$ cat config.mk
export PLATFORM = sky130hd
export DESIGN_NAME = regfile_dump_tx
export DESIGN_NICKNAME = d
export VERILOG_FILES = /design/src/rtl/riscv_dbg_pkg.sv /design/src/rtl/word_serializer.sv /design/src/rtl/regfile_dump_tx.sv
export SDC_FILE = /design/constraint.sdc
export NUM_CORES = 1
export LEC_CHECK = 0
export BUFFER_PORTS_ARGS = -buffer_cell sky130_fd_sc_hd__buf_2
export CAP_MARGIN = 20
export CORE_MARGIN = 2
export CORE_UTILIZATION = 50
export CTS_BUF_LIST = sky130_fd_sc_hd__clkbuf_4 sky130_fd_sc_hd__clkbuf_8
export DETAILED_ROUTE_END_ITERATION = 7
export PLACE_DENSITY = 0.79
export SETUP_SLACK_MARGIN = 0.15
export SLEW_MARGIN = 10
export SYNTH_ARGS = -nofsm -noshare
export SYNTH_HDL_FRONTEND = slang
export SYNTH_SLANG_ARGS = --single-unit
$ cat constraint.sdc
create_clock -name clk -period 2.75 [get_ports clk]
set_input_delay 0.4125 -clock clk [delete_from_list [all_inputs] [get_ports clk]]
set_output_delay 0.4125 -clock clk [all_outputs]
set_load 0.05 [all_outputs]
$ cat src/rtl/riscv_dbg_pkg.sv
// Shared definitions for the register-file debug dump path.
// Latency: n/a (types, constants and elaboration-time helpers only).
// Backpressure: n/a.
package riscv_dbg_pkg;

    typedef enum logic [2:0] {
        ST_IDLE,
        ST_HEADER,
        ST_LOAD,
        ST_SEND,
        ST_DONE
    } dump_state_t;

    localparam logic [7:0] SYNC_BYTE_DEF  = 8'hA5;
    localparam int         DATA_W_DEF     = 32;
    localparam int         BYTES_PER_WORD = DATA_W_DEF / 8;

    function automatic int bytes_per_word(input int data_w);
        return data_w / 8;
    endfunction

    // Byte counter width: clog2(bytes per word), never narrower than one bit.
    function automatic int byte_cnt_w(input int data_w);
        return (data_w / 8 <= 2) ? 1 : $clog2(data_w / 8);
    endfunction

endpackage

$ cat src/rtl/word_serializer.sv
// Parallel-load word register that presents one byte at a time for a byte stream.
// Latency: byte 0 is presented the cycle after load; each shift exposes the next byte.
// Backpressure: contents only change on load or shift, so the presented byte holds while stalled.
// Ports: clk/reset (sync, active-low); load + load_data capture a word; shift advances one
//        byte; byte_out is the current byte; last_byte flags the final byte of the word.
module word_serializer
    import riscv_dbg_pkg::*;
#(
    parameter int DATA_W    = 32,
    parameter bit LSB_FIRST = 1'b1
) (
    input  logic              clk,
    input  logic              reset,
    input  logic              load,
    input  logic [DATA_W-1:0] load_data,
    input  logic              shift,
    output logic [7:0]        byte_out,
    output logic              last_byte
);

    localparam int             BPW      = bytes_per_word(DATA_W);
    localparam int             CNT_W    = byte_cnt_w(DATA_W);
    localparam logic [CNT_W-1:0] LAST_CNT = CNT_W'(BPW - 1);

    logic [DATA_W-1:0] shreg_q, shreg_d;
    logic [CNT_W-1:0]  cnt_q, cnt_d;

    always_comb begin
        shreg_d = shreg_q;
        cnt_d   = cnt_q;
        if (load) begin
            shreg_d = load_data;
            cnt_d   = '0;
        end else if (shift) begin
            // Zero-fill so the register drains to zero after the last byte.
            shreg_d = LSB_FIRST ? (shreg_q >> 8) : (shreg_q << 8);
            cnt_d   = cnt_q + 1'b1;
        end
    end

    always_ff @(posedge clk) begin
        if (!reset) begin
            shreg_q <= '0;
            cnt_q   <= '0;
        end else begin
            shreg_q <= shreg_d;
            cnt_q   <= cnt_d;
        end
    end

    assign byte_out  = LSB_FIRST ? shreg_q[7:0] : shreg_q[DATA_W-1 -: 8];
    assign last_byte = (cnt_q == LAST_CNT);

endmodule

$ cat src/rtl/regfile_dump_tx.sv
// Walks register addresses 0..NUM_REGS-1 and streams a sync byte plus every word as bytes.
// Latency: start sampled at edge 0, header at edge 1, then 5 cycles per register (LOAD + 4 SEND), one DONE cycle.
// Backpressure: tx_valid/tx_data hold while tx_ready is low; tx_valid is a flop, never a function of tx_ready.
// Ports: clk, reset (sync, active-low); start/busy/done control; rd_addr/rd_data register-file
//        read port (combinational data); tx_data/tx_valid/tx_ready byte stream to the UART.
module regfile_dump_tx
    import riscv_dbg_pkg::*;
#(
    parameter int         NUM_REGS  = 32,
    parameter int         ADDR_W    = 5,
    parameter int         DATA_W    = 32,
    parameter logic [7:0] SYNC_BYTE = SYNC_BYTE_DEF,
    parameter bit         LSB_FIRST = 1'b1
) (
    input  logic              clk,
    input  logic              reset,
    input  logic              start,
    output logic              busy,
    output logic              done,
    output logic [ADDR_W-1:0] rd_addr,
    input  logic [DATA_W-1:0] rd_data,
    output logic [7:0]        tx_data,
    output logic              tx_valid,
    input  logic              tx_ready
);

    localparam logic [ADDR_W-1:0] LAST_IDX = ADDR_W'(NUM_REGS - 1);

    dump_state_t       state_q, state_d;
    logic [ADDR_W-1:0] idx_q, idx_d;
    logic [ADDR_W-1:0] rd_addr_q, rd_addr_d;
    logic              busy_q, busy_d;
    logic              done_q, done_d;
    logic              tx_valid_q, tx_valid_d;

    logic              xfer;
    logic              ser_load;
    logic              ser_shift;
    logic              ser_last;
    logic [7:0]        ser_byte;

    assign xfer = tx_valid_q & tx_ready;

    always_comb begin
        state_d    = state_q;
        idx_d      = idx_q;
        rd_addr_d  = rd_addr_q;
        busy_d     = busy_q;
        done_d     = 1'b0;
        tx_valid_d = tx_valid_q;
        ser_load   = 1'b0;
        ser_shift  = 1'b0;
        case (state_q)
            ST_IDLE: begin
                if (start) begin
                    state_d    = ST_HEADER;
                    idx_d      = '0;
                    busy_d     = 1'b1;
                    tx_valid_d = 1'b1;
                end
            end
            ST_HEADER: begin
                if (xfer) begin
                    state_d    = ST_LOAD;
                    tx_valid_d = 1'b0;
                    // rd_addr is set up one cycle ahead so rd_data is valid during LOAD.
                    rd_addr_d  = idx_q;
                end
            end
            ST_LOAD: begin
                ser_load   = 1'b1;
                state_d    = ST_SEND;
                tx_valid_d = 1'b1;
            end
            ST_SEND: begin
                if (xfer) begin
                    ser_shift = 1'b1;
                    if (ser_last) begin
                        tx_valid_d = 1'b0;
                        if (idx_q == LAST_IDX) begin
                            state_d = ST_DONE;
                            done_d  = 1'b1;
                        end else begin
                            state_d   = ST_LOAD;
                            idx_d     = idx_q + 1'b1;
                            rd_addr_d = idx_q + 1'b1;
                        end
                    end
                end
            end
            ST_DONE: begin
                state_d = ST_IDLE;
                busy_d  = 1'b0;
            end
            default: begin
                state_d    = ST_IDLE;
                busy_d     = 1'b0;
                tx_valid_d = 1'b0;
            end
        endcase
    end

    always_ff @(posedge clk) begin
        if (!reset) begin
            state_q    <= ST_IDLE;
            idx_q      <= '0;
            rd_addr_q  <= '0;
            busy_q     <= 1'b0;
            done_q     <= 1'b0;
            tx_valid_q <= 1'b0;
        end else begin
            state_q    <= state_d;
            idx_q      <= idx_d;
            rd_addr_q  <= rd_addr_d;
            busy_q     <= busy_d;
            done_q     <= done_d;
            tx_valid_q <= tx_valid_d;
        end
    end

    word_serializer #(
        .DATA_W    (DATA_W),
        .LSB_FIRST (LSB_FIRST)
    ) u_ser (
        .clk       (clk),
        .reset     (reset),
        .load      (ser_load),
        .load_data (rd_data),
        .shift     (ser_shift),
        .byte_out  (ser_byte),
        .last_byte (ser_last)
    );

    assign busy     = busy_q;
    assign done     = done_q;
    assign rd_addr  = rd_addr_q;
    assign tx_valid = tx_valid_q;
    // Header byte is a constant; everything else comes straight from the shift register.
    assign tx_data  = (state_q == ST_HEADER) ? SYNC_BYTE : ser_byte;

endmodule
* Word level (Yosys, flattened, before mapping)
Cells that the tools add are included.
** Storage, ports and cells
- Flip-flop bits (word level) :: 50
- Output and inout port bits :: 16
- Logic and storage cells :: 63
- Input bits :: 36
** Operators by class
- Bitwise logic cells :: 4
- Reduce and logical (&&, ||, !) cells :: 12
- Equality and inequality tests :: 11
- Mux-type cells :: 26
- Add/sub/neg operators :: 2
** Operator list (count)
- $mux W32 :: 2
- $mux W5 :: 5
- $pmux W5 S2 :: 2
- $mux W3 :: 5
- $reduce_and A5 Y1 :: 3
- $pmux W3 S4 :: 1
- $ne A2 B2 Y1 const B :: 5
- $mux W1 :: 8
- $mux W8 :: 1
- $reduce_and A4 Y1 :: 2
- $eq A3 B2 Y1 const B :: 2
- $reduce_bool A2 Y1 :: 3
- $add A5 B1 Y5 const B :: 1
- $eq A5 B5 Y1 const B :: 1
- $pmux W1 S5 :: 1
- $eq A3 B1 Y1 const B :: 1
- $eq A3 B3 Y1 const B :: 1
- $logic_not A3 Y1 :: 1
- $not A1 Y1 :: 3
- $reduce_or A3 Y1 :: 1
- $add A2 B1 Y2 const B :: 1
- $eq A2 B2 Y1 const B :: 1
- $pmux W1 S2 :: 1
- $reduce_and A2 Y1 :: 1
- 2 further kinds :: 2

* Depth between registers and ports, before layout
Gate-level depths: netlist of run 1.
- Depth after elaboration :: 5
- Mapped depth :: 7
- Gate-level depth less buffers :: 7

* By module
A second synthesis of run 1 with hierarchy kept.
** Unflattened totals
- Cell total of the unflattened synthesis :: 261
- Area, all modules :: 2626.3 sq um
** Modules (own cells, without submodules)
- word_serializer :: times used 1, sequential area each 680.7 sq um, cells an instance 158, area each 1775.5 sq um
- regfile_dump_tx :: times used 1, sequential area each 320.3 sq um, cells an instance 103, area each 850.8 sq um

* Least setup slack after synthesis of run 1
Ideal clock, no wire load.
- Kind :: register to output
- Start point :: register state_q[2]
- End point :: output tx_data[1]
- Buffers on the path :: 1
- Required time :: 2338 ps
- Arrival time :: 1440 ps
- Stages on the path, launching flop included :: 5
- Path slack :: 898 ps
- Path through :: dfxtp_1 > buf_6 > nand2b_1 > nor2_1 > nor2b_1
** On the way
- Cells in the longest elaborated chain, start to end :: 2
** RTL lines
- start, declared :: RTL line regfile_dump_tx.sv:29 : dump_state_t state_q, state_d;
- start signal, assigned :: RTL line regfile_dump_tx.sv:112 : state_q <= state_d;
- $eq A3 B1 Y1 :: RTL line regfile_dump_tx.sv:139 : assign tx_data = (state_q == ST_HEADER) ? SYNC_BYTE : ser_byte;
- $mux W8 :: RTL line regfile_dump_tx.sv:139
- end, declared :: RTL line regfile_dump_tx.sv:22 : output logic [7:0] tx_data,
Every way passes these cells.

* Worst setup path in the final report of run 1
- Start point :: register state_q[0]
- End point :: output tx_data[0]
The elaborated chain is that of the path after synthesis.

==> results.tsv, run 1 <==
metric	value	unit
cp_top_family	simple AND/OR/NAND/NOR gates	
n_antenna_cell	0	
fin_crit_sh	85.8	%
finalClockSkew	0.0111	ns
setup-tns-final	0	ns
drive_gt1_share	24.2	%
hold_path_depth	3	
yosysWarnings	0	
wl	4750	um
finalInstanceArea	2690	um2
worst_hold_slack	0.366	ns
cp_cell_sequence	nand2b_1 > nor2_1 > or2_2 > buf_2	
leakagePower	1.14	nW
synth_edf_count	0	
numCtsBuffers	5	
slew_violations	0	
slew_headroom	55.0	%
grt_pass1_wl	8040	um
overflow	0	
rows	24	
setup_viol	0	
avgSynthCellArea	9.06	um2
post_cts_buffers	0	
synth-seq-cells	50	
h-tree-depth	2	
r2r-start	idx_q[0]	
maxCapViolCount	0	
required	2.34	ns
ys_types	39	
multiInputGateArea	1220	um2
clockBufferDepth	2	
path_class	flop to output port	
async_reset_ff_share	0	%
worst_slew_pin_slew	0.675	ns
antenna_found_initial	0	
utilization	61.0	%
layout.nets	341	
area_growth	16.1	%
post-dp-hpwl	3290	um
synthFlopType	dfxtp_1	
outcome	finished, final reports clean	
ant_nets	0	
viasPerCell	5.46	
post-route-worst-setup-slack	0.392	ns
placed_area	2570	um2
mostFrequentLayoutCells	buf_2 (51), dfxtp_1 (50), nand2_1 (34)	
synth_cells	256	
finalNonFillerCells	354	
start_kind	flop	
hp-class	primary input to flop	
place_inst	345	
die_x	72.1	um
core-area	4410	um2
hp-start	start	
root_buffer	clkbuf_8	
final_common_cell	buf_2	
die_y	72.1	um
ioPinCount	52	
min_to	busy	
syn_area	2320	um2
routedWlPerCell	13.4	um
p_per_area	585	nW/um2
seq_area	1000	um2
worst_r2r_path_depth	7	
remaining_drc_errors	0	
post-route-min-period	2.36	ns
irDropWorstVdd	0.267	mV
crit_fanout	12	
yosysSeqAreaShare	43.2	%
rr_endpoint	rd_addr[3]	
fmax	424	MHz
postCtsHoldBufs	0	
rsz0062_at_grt	no	
clock_latency	0.31	ns
fillers	377	
track_usage	19.4	%
dp_slack	0.693	ns
critPathArrivalTime	1.95	ns
hold_viol	0	
finalPower	1.58	mW
cp_num_buf_inv	1	
slowest_stage	dfxtp_1	
reg2reg_setup_slack	0.76	ns
io_buffer_count	51	
clock-sinks	50	
vias	1932	
endpoint_kind	output port	
start_util	52.5	%
cts_tree	yes	
drt_iter0_drc	174	
grt_max_degree	49	
dr.pass1.iters	4	
dieArea	5200	um2
slowest_delay	0.64	ns
cts_resized	0	
grt_pass1_vias	1815	
place_congestion	0.813	
clkTransAtPathRegs	0.08	ns
synth_nets	296	
## report_power, final
part / switching [mW] / internal, mW
registers: 0.0390 / 0.772
logic: 0.189 / 0.112
clock network: 0.245 / 0.218
## metal layers
| metal | track usage (%) | routed length, um | up-vias |
|---|---|---|---|
| met1 | 25.3 | 2260 | 887 |
| met2 | 31.4 | 2190 | 47 |
| met5 | 0 | 0 | - |
| met4 | 7.55 | 80 | 0 |
| met3 | 4.17 | 215 | 7 |
| li1 | - | - | 991 |
## cell families after synthesis
group           count (synthesis)  synth area share [%]
simple gates                   83                  19.9
mux                            19                  8.20
flops                          50                  43.2
fa+ha+maj                       4                  2.16
xor+xnor                        2                 0.756
buf+inv                        18                  4.10
compound gates                 80                  21.7
## worst max-delay path by stage
| stage | start | to | slack, ns | cells after the start |
|---|---|---|---|---|
| floorplan | state_q[2] | tx_data[1] | 0.90 | 4 |
| global placement | state_q[0] | tx_data[7] | 0.76 | 4 |
| detailed placement | state_q[0] | tx_data[0] | 0.69 | 4 |
| CTS | state_q[0] | tx_data[0] | 0.37 | 4 |
| global route | state_q[0] | tx_data[7] | 0.20 | 4 |
| finish | state_q[0] | tx_data[0] | 0.39 | 4 |
## flip-flops by register name, indices dropped and copies added (netlist names)
register,flops
u_ser.shreg_q,32
idx_q,5
rd_addr,5
state_q,3
u_ser.cnt_q,2
busy,1
done,1
tx_valid,1
## cells in the mapped netlist (2+ instances only)
| library cell | count | area [um2] |
|---|---|---|
| dfxtp_1 | 50 | 1000 |
| o21ai_0 | 29 | 145 |
| nor2b_1 | 8 | 50.1 |
| and4b_1 | 2 | 20.0 |
| a21boi_1 | 6 | 45.0 |
| nor2_1 | 12 | 45.0 |
| nand2_1 | 34 | 128 |
| nand3_1 | 3 | 15.0 |
| and3_1 | 2 | 12.5 |
| or2_2 | 4 | 25.0 |
| a21oi_1 | 20 | 100 |
| o211a_1 | 3 | 30.0 |
| inv_1 | 2 | 7.51 |
| buf_2 | 4 | 20.0 |
| a22oi_1 | 9 | 67.6 |
| ha_1 | 4 | 50.1 |
| and2_1 | 8 | 50.1 |
| a21boi_0 | 6 | 45.0 |
| or3_1 | 2 | 12.5 |
| mux2i_1 | 19 | 190 |
| buf_4 | 4 | 30.0 |
| clkbuf_1 | 7 | 26.3 |
| nand2b_1 | 2 | 12.5 |
## cell type report
class / count / share of cell area (%)
Sequential cell: 50 / 37.2
Inverter: 2 / 0.279
Timing Repair Buffer: 54 / 11.1
Clock buffer: 7 / 3.35
Multi-Input combinational cell: 188 / 45.4
Clock inverter: 1 / 0.325
Tap cell: 52 / 2.42
## worst register-to-register path: stages, from the launching register on
cell and delay [ns]:
dfxtp_1 0.35, ha_1 0.23, and3_1 0.19, ha_1 0.20, nand2_1 0.12, nor4b_4 0.49
o21ai_0 0.15, a31oi_1 0.19
Power figures use the tool's default switching activity.
==> inputs of run 2 (changes only) <==
--- a/config.mk
+++ b/config.mk
@@ -10,6 +10,7 @@
 export CORE_MARGIN = 2
 export CORE_UTILIZATION = 50
 export CTS_BUF_LIST = sky130_fd_sc_hd__clkbuf_4 sky130_fd_sc_hd__clkbuf_8
+export CTS_CLUSTER_DIAMETER = 60
 export DETAILED_ROUTE_END_ITERATION = 7
 export PLACE_DENSITY = 0.79
 export SETUP_SLACK_MARGIN = 0.15
==> constraint.sdc (replaced) <==
create_clock -name clk -period 2.6 [get_ports clk]
set_input_delay 0.39 -clock clk [delete_from_list [all_inputs] [get_ports clk]]
set_output_delay 0.39 -clock clk [all_outputs]
set_load 0.05 [all_outputs]
==> run 2 against run 1 <==
  * Critical path type unchanged
  * Count of clock-buffer cells in the layout unchanged
  * Wire length up 2.5%
  * Highest routed layer unchanged
  * Largest cell class unchanged
  * Utilization down 0.74 points
  * Sequential cell count unchanged
  * Hold slack worse by 0.0046 ns
  * Setup slack worse by 0.048 ns
  * First-iteration DRC count down 16%
==> results.tsv, run 2 (synthesized netlist as in run 1, its figures left out) <==
metric	value	unit
vias	1970	
cp_cell_sequence	nand2b_1 > nor2_2 > or2_2 > buf_2	
die_x	72.1	um
slew_violations	0	
start_util	52.5	%
worst_slew_pin_slew	0.706	ns
dp_slack	0.560	ns
seq_area	1000	um2
rows	24	
placed_area	2570	um2
use_met3	4.58	%
path_class	flop to output port	
grt-busiest-layer	met2	
rsz0062_at_grt	no	
die_y	72.1	um
cp_num_buf_inv	1	
clock-sinks	50	
place_congestion	0.851	
antenna_found_initial	0	
maxCapViolCount	0	
post-route-min-period	2.26	ns
required	2.21	ns
finalNonFillerCells	353	
p_per_area	608	nW/um2
irDropWorstVdd	0.267	mV
outcome	finished, final reports clean	
layout.nets	341	
clock_latency	0.30	ns
dr.pass1.iters	4	
ioPinCount	52	
multiInputGateArea	1220	um2
h-tree-depth	2	
hold_viol	0	
drt_iter0_drc	146	
fillers	405	
finalInstanceArea	2660	um2
grt_pass1_wl	8160	um
fin_crit_sh	86.8	%
overflow	0	
wl	4870	um
area_growth	14.7	%
ant_nets	0	
worst_hold_slack	0.361	ns
setup-tns-final	0	ns
crit_fanout	12	
post-dp-hpwl	3380	um
viasPerCell	5.58	
finalPower	1.62	mW
leakagePower	1.12	nW
n_antenna_cell	0	
hp-class	primary input to flop	
grt_util_met1	25.5	%
place_inst	346	
finalClockSkew	0.00570	ns
grt_util_met2	33.0	%
start_kind	flop	
remaining_drc_errors	0	
largest_reg_flops	32	
postCtsHoldBufs	0	
cts_tree	yes	
critPathArrivalTime	1.87	ns
utilization	60.3	%
fmax	443	MHz
hold_path_depth	3	
grt_max_degree	49	
clockBufferDepth	2	
setup_viol	0	
worst_r2r_path_depth	7	
post-route-worst-setup-slack	0.343	ns
grt_pass1_vias	1842	
slew_headroom	52.9	%
slowest_delay	0.63	ns
track_usage	19.7	%
core-area	4410	um2
root_buffer	clkbuf_8	
dieArea	5200	um2
routedWlPerCell	13.8	um
clkTransAtPathRegs	0.08	ns
endpoint_kind	output port	
cp_top_family	simple AND/OR/NAND/NOR gates	
mostFrequentLayoutCells	buf_2 (51), dfxtp_1 (50), nand2_1 (34)	
numCtsBuffers	5	
cp.depth	4	
drive_gt1_share	24.3	%
io_buffer_count	51	
regMostFlops	u_ser.shreg_q	
final_common_cell	buf_2	
slowest_stage	dfxtp_1	
-- run 2: cell types whose count changed in the layout (fill, tap and decap cells not counted), sizes merged --
cell	before	now
inv	3	2
-- run 2: area by class of cell --
type | count | share of cell area, %
Multi-Input combinational cell | 188 | 46.0
Sequential cell | 50 | 37.6
Timing Repair Buffer | 54 | 10.4
Clock buffer | 7 | 3.15
Tap cell | 52 | 2.45
Inverter | 2 | 0.282
-- run 2: per-layer routing --
metal	share of wire, %	vias up
met3	4.6	4
met1	47	928
met4	0.94	0
met5	0	-
met2	47	48
li1	-	990
-- run 2: path summary, 6_finish.rpt --
| path | slack (ns) | to | startpoint |
|---|---|---|---|
| worst min register to register | 0.47 | busy | busy |
| worst max-delay path | 0.34 | tx_data[0] | state_q[0] |
| worst max register to register | 0.64 | idx_q[2] | idx_q[0] |
| worst min-delay path | 0.36 | busy | start |
-- run 2: worst reg2reg max path: cells and delay by family, from the launching register on --
kind | cells | cell delay, ns
and+or+nand+nor | 3 | 0.74
DFF | 1 | 0.34
AOI/OAI and AO/OA | 2 | 0.38
adders and majority gates | 2 | 0.44
-- run 2: timing repair --
item | 4_1_cts | 5_1_grt
setup endpoints to repair | 0 | 4
gates resized for setup | 0 | 1
buffers inserted | 0 | 0
-- run 2: where the power goes --
part           internal (mW)  switching [mW]
Sequential             0.816          0.0419
Clock                  0.207           0.238
Combinational          0.113           0.201
==> inputs of run 3 (changes only) <==
--- a/config.mk
+++ b/config.mk
@@ -12,9 +12,11 @@
 export CTS_BUF_LIST = sky130_fd_sc_hd__clkbuf_4 sky130_fd_sc_hd__clkbuf_8
 export CTS_CLUSTER_DIAMETER = 60
 export DETAILED_ROUTE_END_ITERATION = 7
-export PLACE_DENSITY = 0.79
+export PLACE_DENSITY = 0.77
 export SETUP_SLACK_MARGIN = 0.15
 export SLEW_MARGIN = 10
 export SYNTH_ARGS = -nofsm -noshare
 export SYNTH_HDL_FRONTEND = slang
+export SYNTH_HIERARCHICAL = 1
 export SYNTH_SLANG_ARGS = --single-unit
+export TNS_END_PERCENT = 50
==> run 3 against run 2 <==
  * Cell count grew 3.7%
  * Global-route usage shrank 2.6 points
  * Utilization is 2.0 points lower
  * Highest routed layer unchanged
  * Clock power increased by 21%
  * Maximum frequency shrank 1.0%
  * Critical path type unchanged
  * Setup slack worse by 0.024 ns
  * Wire length fell by 3.1%
  * Clock skew shrank 0.0011 ns
  * Largest power group unchanged
  * Sequential cell count is the same
  * Hold slack got worse by 0.044 ns
  * Critical path depth unchanged
==> results.tsv, run 3 <==
metric	value	unit
outcome	finished, final reports clean	
synth_top_area_cell	dfxtp_1	
area_growth	12.6	%
drive_gt1_share	32.1	%
synthFlopType	dfxtp_1	
yosysSeqAreaShare	38.1	%
worst_hold_slack	0.317	ns
fillers	474	
start_util	51.8	%
clockBufferDepth	2	
rows	26	
seq_area	1000	um2
dieArea	5850	um2
regMostFlops	u_ser/shreg_q	
overflow	0	
post-route-min-period	2.28	ns
synth.most_common_cell	dfxtp_1	
ys_types	42	
synthTopCellsByCount	dfxtp_1 (50), nand2b_1 (25), o211a_1 (25)	
io_buffer_count	51	
numCtsBuffers	5	
yosysWarnings	6	
dp_slack	0.602	ns
remaining_drc_errors	0	
path_class	flop to output port	
dr.pass1.iters	4	
clock-sinks	50	
endpoint_kind	output port	
cts_tree	yes	
slew_violations	0	
track_usage	17.1	%
post-dp-hpwl	3190	um
n_antenna_cell	0	
fmax	439	MHz
h-tree-depth	2	
grt_max_degree	66	
clock_latency	0.30	ns
place_inst	359	
irDropWorstVdd	0.287	mV
yosysTopAreaCellShare	38.1	%
cts_resized	0	
critPathArrivalTime	1.89	ns
place_congestion	0.807	
multiInputGateArea	1450	um2
layout.nets	336	
synth-seq-cells	50	
setup-tns-final	0	ns
die_y	76.5	um
p_per_area	511	nW/um2
largest_reg_flops	32	
mostFrequentLayoutCells	buf_2 (51), dfxtp_1 (50), nand2b_1 (25), o211a_1 (25), mux2_4 (20)	
maxCapViolCount	0	
vias	1886	
synth_nets	301	
grt_pass1_wl	8200	um
root_buffer	clkbuf_8	
finalClockSkew	0.00463	ns
slew_headroom	66.2	%
hp-start	rd_data[25]	
routedWlPerCell	12.9	um
async_reset_ff_share	0	%
antenna_found_initial	0	
post_cts_buffers	0	
viasPerCell	5.15	
ant_nets	0	
drt_iter0_drc	77	
finalNonFillerCells	366	
r2r-start	state_q[1]	
grt_pass1_vias	1841	
leakagePower	1.50	nW
crit_path_start	state_q[0]	
postCtsHoldBufs	0	
syn_area	2630	um2
fin_crit_sh	87.7	%
ys_top_cells_by_area	dfxtp_1 (38%), mux2_4 (11%), o211a_1 (9.5%)	
avgSynthCellArea	10.1	um2
crit_fanout	10	
wl	4720	um
clkTransAtPathRegs	0.09	ns
final_common_cell	buf_2	
worst_slew_pin_slew	0.506	ns
setup_viol	0	
synth_edf_count	0	
post-route-worst-setup-slack	0.320	ns
start_kind	flop	
required	2.21	ns
core-area	5070	um2
hold_viol	0	
ioPinCount	52	
synth_cells	261	
rsz0062_at_grt	no	
hp-class	primary input to flop	
die_x	76.5	um
-- run 3: metrics by stage --
step                      total power, mW  util (%)  cell area [um2]
after floorplan                     0.945         -             2630
after global placement              0.990      56.1             2850
after detailed placement            0.993      56.1             2850
after CTS                            1.53      58.3             2960
after global routing                 1.57      58.3             2960
final                                1.51      58.3             2960
-- run 3: kinds of logic (layout without fill, tap and decap cells) --
logic type	after synthesis	in the layout	synth area share [%]
buffers and inverters	28	63	7.15
XOR/XNOR	3	3	1.00
AND/OR/NAND/NOR	95	95	20.6
AO/OA/AOI/OAI	56	56	17.7
multiplexers	25	25	13.5
flip-flops	50	50	38.1
adder cells (fa/ha/maj)	4	4	1.91
-- run 3: worst paths after layout --
kind / endpoint / slack, ns / depth (start not counted)
setup / recovery: tx_data[7] / 0.32 / 4
hold / removal: u_ser/shreg_q[25] / 0.32 / 3
setup reg to reg: u_ser/shreg_q[20] / 0.61 / 5
hold reg to reg: busy / 0.48 / 2
-- run 3: routing by layer --
metal	vias to the layer above	routed length, um	GRT usage (%)
li1	981	-	-
met1	861	2330	21.4
met2	36	2130	28.3
met3	8	181	4.27
met4	0	78	6.55
met5	-	0	0
-- run 3: final cells by class --
cell class,instances,area share [%]
Clock inverter,2,1.31
Multi-Input combinational cell,183,49.0
Clock buffer,5,2.33
Tap cell,70,2.96
Timing Repair Buffer,54,10.2
Inverter,2,0.254
Sequential cell,50,33.9
-- run 3: where the power goes --
group / internal [mW] / switching [mW]
registers: 0.784 / 0.0154
logic: 0.0741 / 0.101
clock network: 0.283 / 0.255
total: 1.14 / 0.371
-- run 3: critical path, cell delays in order (launching register included) --
cell      delay, ns
dfxtp_1        0.54
nand2b_1       0.17
nor2_1         0.43
or2_2          0.19
buf_2          0.25
